## src/rtl/axi_addr_decode_slice.sv

```systemverilog
// ----------------------------------------------------------------------------
// axi_addr_decode_slice
//
// Registered AW/AR address decode stage. It accepts a request (address + tag)
// over a valid/ready handshake and decodes the address against a region
// table set by parameters. The request is then presented downstream through a
// 2-entry (main + skid) buffer, together with a one-hot slave select and a
// DECERR flag. It also keeps a saturating count of DECERR requests delivered
// downstream, for debug.
//
// Ports:
//   clk         rising-edge clock
//   rst         synchronous, active-high reset
//   in_valid    upstream request valid
//   in_ready    slice can accept (registered, low only when both entries full)
//   in_addr     request address
//   in_tag      opaque request tag (AXI ID)
//   out_valid   decoded request valid
//   out_ready   downstream accepts
//   out_addr    registered address
//   out_tag     registered tag
//   out_sel     one-hot slave select, bit i = region i, zero on DECERR/idle
//   out_decerr  address hit no region (zero when idle)
//   decerr_cnt  saturating count of DECERR requests delivered
//   cnt_clr     synchronous clear of decerr_cnt (wins over an increment)
// ----------------------------------------------------------------------------
module axi_addr_decode_slice #(
    parameter int unsigned NUM_SLAVES = 8,
    parameter int unsigned ADDR_W     = 32,
    parameter int unsigned TAG_W      = 4,
    parameter int unsigned CNT_W      = 16,
    // Region i occupies slice [i*ADDR_W +: ADDR_W]; listed here from i=7 down to 0.
    parameter logic [NUM_SLAVES*ADDR_W-1:0] REGION_BASE = {
        32'h0000_0000, 32'h0000_8000, 32'h0000_8010, 32'h0000_8020,
        32'h0000_8030, 32'h0000_8040, 32'h0000_8050, 32'h8000_0000},
    parameter logic [NUM_SLAVES*ADDR_W-1:0] REGION_SIZE = {
        32'h0000_4000, 32'h0000_0010, 32'h0000_0010, 32'h0000_0010,
        32'h0000_0010, 32'h0000_0010, 32'h0000_0010, 32'h0800_0000}
) (
    input  logic                  clk,
    input  logic                  rst,
    input  logic                  in_valid,
    output logic                  in_ready,
    input  logic [ADDR_W-1:0]     in_addr,
    input  logic [TAG_W-1:0]      in_tag,
    output logic                  out_valid,
    input  logic                  out_ready,
    output logic [ADDR_W-1:0]     out_addr,
    output logic [TAG_W-1:0]      out_tag,
    output logic [NUM_SLAVES-1:0] out_sel,
    output logic                  out_decerr,
    output logic [CNT_W-1:0]      decerr_cnt,
    input  logic                  cnt_clr
);

    typedef enum logic [1:0] {
        ST_EMPTY = 2'd0,
        ST_ONE   = 2'd1,
        ST_FULL  = 2'd2
    } occ_e;

    // ------------------------------------------------------------------------
    // Combinational decode of the incoming address
    // ------------------------------------------------------------------------
    logic [NUM_SLAVES-1:0] hit;
    logic [NUM_SLAVES:0]   hit_at_or_above;
    logic [NUM_SLAVES-1:0] dec_sel;
    logic                  dec_err;
    logic [ADDR_W:0]       addr_x;

    // One extra bit so that BASE+SIZE reaching 2^ADDR_W does not wrap.
    assign addr_x = {1'b0, in_addr};

    for (genvar g = 0; g < NUM_SLAVES; g++) begin : g_region
        localparam logic [ADDR_W-1:0] BASE  = REGION_BASE[g*ADDR_W +: ADDR_W];
        localparam logic [ADDR_W-1:0] SIZE  = REGION_SIZE[g*ADDR_W +: ADDR_W];
        localparam logic [ADDR_W:0]   LO_X  = {1'b0, BASE};
        localparam logic [ADDR_W:0]   END_X = {1'b0, BASE} + {1'b0, SIZE};
        localparam bit                USED  = (SIZE != '0);

        assign hit[g] = USED && (addr_x >= LO_X) && (addr_x < END_X);

        // Highest index wins on overlap: region g is selected only when no
        // higher-numbered region also hits.
        assign hit_at_or_above[g] = hit[g] | hit_at_or_above[g+1];
        assign dec_sel[g]         = hit[g] & ~hit_at_or_above[g+1];
    end

    assign hit_at_or_above[NUM_SLAVES] = 1'b0;
    assign dec_err                     = ~hit_at_or_above[0];

    // ------------------------------------------------------------------------
    // Two-entry buffer: main drives the outputs, skid catches the request
    // accepted while main is stalled.
    // ------------------------------------------------------------------------
    occ_e                  state_q, state_d;
    logic                  in_ready_q, in_ready_d;
    logic                  out_valid_q, out_valid_d;

    logic [ADDR_W-1:0]     main_addr_q, main_addr_d;
    logic [TAG_W-1:0]      main_tag_q,  main_tag_d;
    logic [NUM_SLAVES-1:0] main_sel_q,  main_sel_d;
    logic                  main_err_q,  main_err_d;

    logic [ADDR_W-1:0]     skid_addr_q, skid_addr_d;
    logic [TAG_W-1:0]      skid_tag_q,  skid_tag_d;
    logic [NUM_SLAVES-1:0] skid_sel_q,  skid_sel_d;
    logic                  skid_err_q,  skid_err_d;

    logic [CNT_W-1:0]      cnt_q, cnt_d;

    logic                  accept;
    logic                  drain;

    assign accept = in_valid & in_ready_q;
    assign drain  = out_valid_q & out_ready;

    always_comb begin
        state_d     = state_q;
        main_addr_d = main_addr_q;
        main_tag_d  = main_tag_q;
        main_sel_d  = main_sel_q;
        main_err_d  = main_err_q;
        skid_addr_d = skid_addr_q;
        skid_tag_d  = skid_tag_q;
        skid_sel_d  = skid_sel_q;
        skid_err_d  = skid_err_q;

        unique case (state_q)
            ST_EMPTY: begin
                if (accept) begin
                    main_addr_d = in_addr;
                    main_tag_d  = in_tag;
                    main_sel_d  = dec_sel;
                    main_err_d  = dec_err;
                    state_d     = ST_ONE;
                end
            end
            ST_ONE: begin
                unique case ({accept, drain})
                    2'b10: begin
                        skid_addr_d = in_addr;
                        skid_tag_d  = in_tag;
                        skid_sel_d  = dec_sel;
                        skid_err_d  = dec_err;
                        state_d     = ST_FULL;
                    end
                    2'b01: begin
                        state_d = ST_EMPTY;
                    end
                    2'b11: begin
                        main_addr_d = in_addr;
                        main_tag_d  = in_tag;
                        main_sel_d  = dec_sel;
                        main_err_d  = dec_err;
                    end
                    default: begin
                    end
                endcase
            end
            ST_FULL: begin
                // in_ready is low here, so only a drain can happen.
                if (drain) begin
                    main_addr_d = skid_addr_q;
                    main_tag_d  = skid_tag_q;
                    main_sel_d  = skid_sel_q;
                    main_err_d  = skid_err_q;
                    state_d     = ST_ONE;
                end
            end
            default: begin
                state_d = ST_EMPTY;
            end
        endcase

        // Handshake flags are registered copies of the next occupancy, so
        // in_ready has no combinational path from out_ready.
        in_ready_d  = (state_d != ST_FULL);
        out_valid_d = (state_d != ST_EMPTY);
    end

    // ------------------------------------------------------------------------
    // DECERR counter
    // ------------------------------------------------------------------------
    always_comb begin
        cnt_d = cnt_q;
        if (cnt_clr) begin
            cnt_d = '0;
        end else if (drain && main_err_q && (cnt_q != '1)) begin
            cnt_d = cnt_q + CNT_W'(1);
        end
    end

    // ------------------------------------------------------------------------
    // State registers
    // ------------------------------------------------------------------------
    always_ff @(posedge clk) begin
        if (rst) begin
            state_q     <= ST_EMPTY;
            in_ready_q  <= 1'b1;
            out_valid_q <= 1'b0;
            main_addr_q <= '0;
            main_tag_q  <= '0;
            main_sel_q  <= '0;
            main_err_q  <= 1'b0;
            skid_addr_q <= '0;
            skid_tag_q  <= '0;
            skid_sel_q  <= '0;
            skid_err_q  <= 1'b0;
            cnt_q       <= '0;
        end else begin
            state_q     <= state_d;
            in_ready_q  <= in_ready_d;
            out_valid_q <= out_valid_d;
            main_addr_q <= main_addr_d;
            main_tag_q  <= main_tag_d;
            main_sel_q  <= main_sel_d;
            main_err_q  <= main_err_d;
            skid_addr_q <= skid_addr_d;
            skid_tag_q  <= skid_tag_d;
            skid_sel_q  <= skid_sel_d;
            skid_err_q  <= skid_err_d;
            cnt_q       <= cnt_d;
        end
    end

    // ------------------------------------------------------------------------
    // Outputs: select/error are masked while idle so stale entries never leak.
    // ------------------------------------------------------------------------
    assign in_ready   = in_ready_q;
    assign out_valid  = out_valid_q;
    assign out_addr   = main_addr_q;
    assign out_tag    = main_tag_q;
    assign out_sel    = out_valid_q ? main_sel_q : '0;
    assign out_decerr = out_valid_q & main_err_q;
    assign decerr_cnt = cnt_q;

endmodule

```

## config.mk

```make
export PLATFORM = sky130hd
export DESIGN_NAME = axi_addr_decode_slice
export DESIGN_NICKNAME = d
export VERILOG_FILES = /design/src/rtl/axi_addr_decode_slice.sv
export SDC_FILE = /design/constraint.sdc
export NUM_CORES = 1
export LEC_CHECK = 0
export CAP_MARGIN = 20
export CORE_MARGIN = 2
export CORE_UTILIZATION = 35
export DETAILED_ROUTE_END_ITERATION = 6
export PLACE_DENSITY = 0.7
export RECOVER_POWER = 50
export SLEW_MARGIN = 20
export SYNTH_ARGS = -nofsm -noshare
export SYNTH_HDL_FRONTEND = slang
export SYNTH_SLANG_ARGS = --single-unit
```

## constraint.sdc

```tcl
create_clock -name clk -period 2.05 [get_ports clk]
set_input_delay 0.3075 -clock clk [delete_from_list [all_inputs] [get_ports clk]]
set_output_delay 0.3075 -clock clk [all_outputs]
set_load 0.01 [all_outputs]
```

==> flow_summary.yaml <==
sta:
  finalHoldViolations: 0
  timing.fmax_mhz: 518
  min_period_ps: 1930
  tightest_slew_ps: 688
  setup_viol: 0
  drv_slew: 0
  relSlewSlack_pct: 53.8
  rsz0062_at_grt: "no"
  skew_ps: 5.55
  period_share_pct: 94.1
pwr:
  powerDensity_mw_per_mm2: 786
  ir_drop_mv: 0.597
  power_leakage_nw: 2.48
place:
  dp_hpwl_um: 9430
  place_congestion: 0.842
  portBuffers: 103
  placed_area_sq_mm: 0.00633
critical_path:
  cp.arrival_ps: 2210
  crit_fanout: 9
  critical_path_class: "in -> reg"
  rr_worst_depth: 4
  endpoint: "skid_addr_q[3]$_SDFFE_PP0P_"
  worst-path-buf-inv: 3
  critPathSlowestCell: "dlygate4sd3_1"
  cp-end-kind: "flop"
  r2r-start: "decerr_cnt[7]$_SDFFE_PP0P_"
  critPathLaunchType: "input port"
  cp_num_cells: 8
  crit_chain: "dlygate4sd3_1, nand2_1, clkbuf_4, ha_1, and3b_1, clkbuf_2, nand2_1, a21oi_1"
  slowest_delay_ps: 590
  crit_family: "buffers and inverters"
  crit_top_cell: "nand2_1"
  critical_path_required_ps: 2330
  crit_start: "out_ready"
  reg2reg_slack_ps: 190
  r2r_end: "decerr_cnt[5]$_SDFFE_PP0P_"
floorplanning:
  die_y_um: 122
  fp-row-count: 43
  initial_core_util_pct: 35.4
  core_area_sq_mm: 0.0138
  die_x_um: 122
  die-area_sq_mm: 0.0149
  pin_count: 104
clocking:
  insertion_delay_ps: 350
  clk_pin_slew_ps: 70
  cts_buffers: 9
  cts_tree: "yes"
  htree_levels: 3
  cts_setup_buffers: 0
  cts.sink_count: 110
  clockBufferDepth: 2
  clockRootBuffer: "clkbuf_16"
layout:
  layout-drive-gt1-share_pct: 9.64
  syn2layout_area_growth_pct: 36.1
  n_antenna_cell: 0
  layout_commonest_cell: "nand2_1"
  final_cell_mix: "nand2_1 (168), dfxtp_1 (109), a21oi_1 (62)"
  nets: 765
  final_util_pct: 48.2
  post-route-cell-area_sq_mm: 0.00665
routing:
  viasPerCell: 5.30
  vias: 4802
  drt-total-wl_um: 13500
  drtIter0Drc: 372
  drc: 0
  dr.pass1.iters: 5
  post_drt_wl_per_cell_um: 14.9
  drtAntennaViolNets: 0
global_route:
  grt_pass1_vias: 4549
  grt_max_degree: 52
  grt_pass1_wl_um: 21900
  antenna_found_initial: 0
  grt_usage_pct: 18.3
  grt_overflow: 0
logic_synthesis:
  syn_area_per_cell_sq_um: 7.95
  ys_seq_elements: 110
  synth_nets: 658
  synth_top_family_by_area: "simple AND/OR/NAND/NOR gates"
  yosys.area_share.simple_pct: 30.3
  synthMuxAreaShare_pct: 0.615
  syn_area_sq_mm: 0.00488
  synth-edff-count: 0
  synthXorXnorAreaFrac_pct: 0
  async_flop_share_pct: 0
  synth-seq-area-share_pct: 45.1
  synth_compound_area_share_pct: 18.5
  synth_area_leaders: "dfxtp_1 (45%), nand2_1 (13%), a311oi_1 (6.8%)"
  syn-instance-count: 614
  synth_fa_ha_area_share_pct: 0.769
  synth_largest_area_cell: "dfxtp_1"
  ys_warn_count: 0
  ys_types: 49
  synthFlopType: "dfxtp_1"
  yosysTopAreaCellShare_pct: 45.1
run_status:
  status: "finished, final reports clean"
worst_hold_path:
  min_path_cells: 2
  hold_path_class: "in -> reg"
job:
  max_cap_violations: 0
-- metal layers --
| layer | up-vias | GRT usage [%] | wire [um] |
|---|---|---|---|
| met2 | 117 | 30.9 | 6560 |
| met3 | 11 | 4.26 | 770 |
| met5 | - | 0 | 0 |
| met1 | 2296 | 23.1 | 5950 |
| met4 | 0 | 5.96 | 179 |
| li1 | 2378 | - | - |
-- cells by family (layout without fill, tap and decap cells) --
kind of cell	Yosys count	in the layout
buffers and inverters	53	165
AOI/OAI and AO/OA	135	135
adders and majority gates	3	3
DFF	110	110
muxes	3	3
and+or+nand+nor	310	310
-- sequential cells by signal, summed over array words and instances (netlist names), 2 cells and up --
name         flops
skid_sel_q       8
skid_tag_q       4
main_sel_q       8
out_addr        32
skid_addr_q     32
state_q          2
decerr_cnt      16
out_tag          4
-- Yosys cell counts, types with 2 or more instances --
library cell	n
o21ai_0	5
nand2b_1	3
inv_1	5
nor2_1	51
nor2b_1	3
o311ai_0	2
nand4b_1	3
nand2_1	168
and4_1	2
and2_1	16
and3_1	3
or3_1	5
nand4_1	11
a21oi_1	62
buf_2	14
or2_2	2
nor4_2	3
nand3b_1	6
o21a_1	2
mux2i_1	3
a211oi_1	7
ha_1	3
nor4_1	3
dfxtp_1	110
nand3_1	11
buf_1	3
o41ai_1	2
o211ai_1	2
a311oi_1	38
or4_1	9
o31ai_1	10
clkbuf_1	29
nor3_1	2
-- report_power, final --
group / total [mW] / internal (mW) / switching (mW) / leakage (nW)
Clock: 2.03 / 1.20 / 0.833 / 0.166
Combinational: 0.839 / 0.403 / 0.436 / 1.41
Sequential: 2.35 / 2.27 / 0.0777 / 0.899
-- through the flow --
stage | setup TNS (ps) | cells | hold slack [ps] | power (mW) | setup WS [ps]
final | 0 | 906 | 451 | 5.22 | 121
after global routing | 0 | 906 | 459 | 5.45 | 11.5
after CTS | 0 | 906 | 436 | 5.31 | 47.7
after detailed placement | -3550 | 890 | 447 | 3.28 | -258
after global placement | -992 | 890 | 435 | 3.25 | -237
after floorplan | 0 | 614 | 417 | 2.81 | 235
-- worst min-delay path by stage --
stage | slack [ps] | endpoint | from
global placement | 430 | skid_sel_q[5]$_SDFFE_PP0P_ | skid_sel_q[5]$_SDFFE_PP0P_
CTS | 440 | skid_sel_q[7]$_SDFFE_PP0P_ | rst
detailed placement | 450 | skid_sel_q[7]$_SDFFE_PP0P_ | skid_sel_q[7]$_SDFFE_PP0P_
finish | 450 | skid_sel_q[1]$_SDFFE_PP0P_ | rst
floorplan | 420 | skid_sel_q[5]$_SDFFE_PP0P_ | skid_sel_q[5]$_SDFFE_PP0P_
global route | 460 | skid_sel_q[7]$_SDFFE_PP0P_ | rst
-- cell type report --
type                       instances  area (sq um)
multi-input combinational        451          2460
clock buffer                       9           225
sequential                       110          2200
tap                              180           225
inverter                           5          18.8
clock inverter                     7           120
fill                            1381          7130
timing repair buffer             144          1400
-- worst register-to-register path: stages, from the launching register on --
cell and delay [ps]:
dfxtp_1 460, nand4_1 260, nor3_1 650, a311oi_1 220, mux2i_1 150
-- repair_timing --
item	4_1_cts	5_1_grt
endpoints found under the setup margin	0	6
gates resized for setup	0	4
hold buffers	0	0
endpoints found under the hold margin	0	0
(Power assumes the default switching activity.)
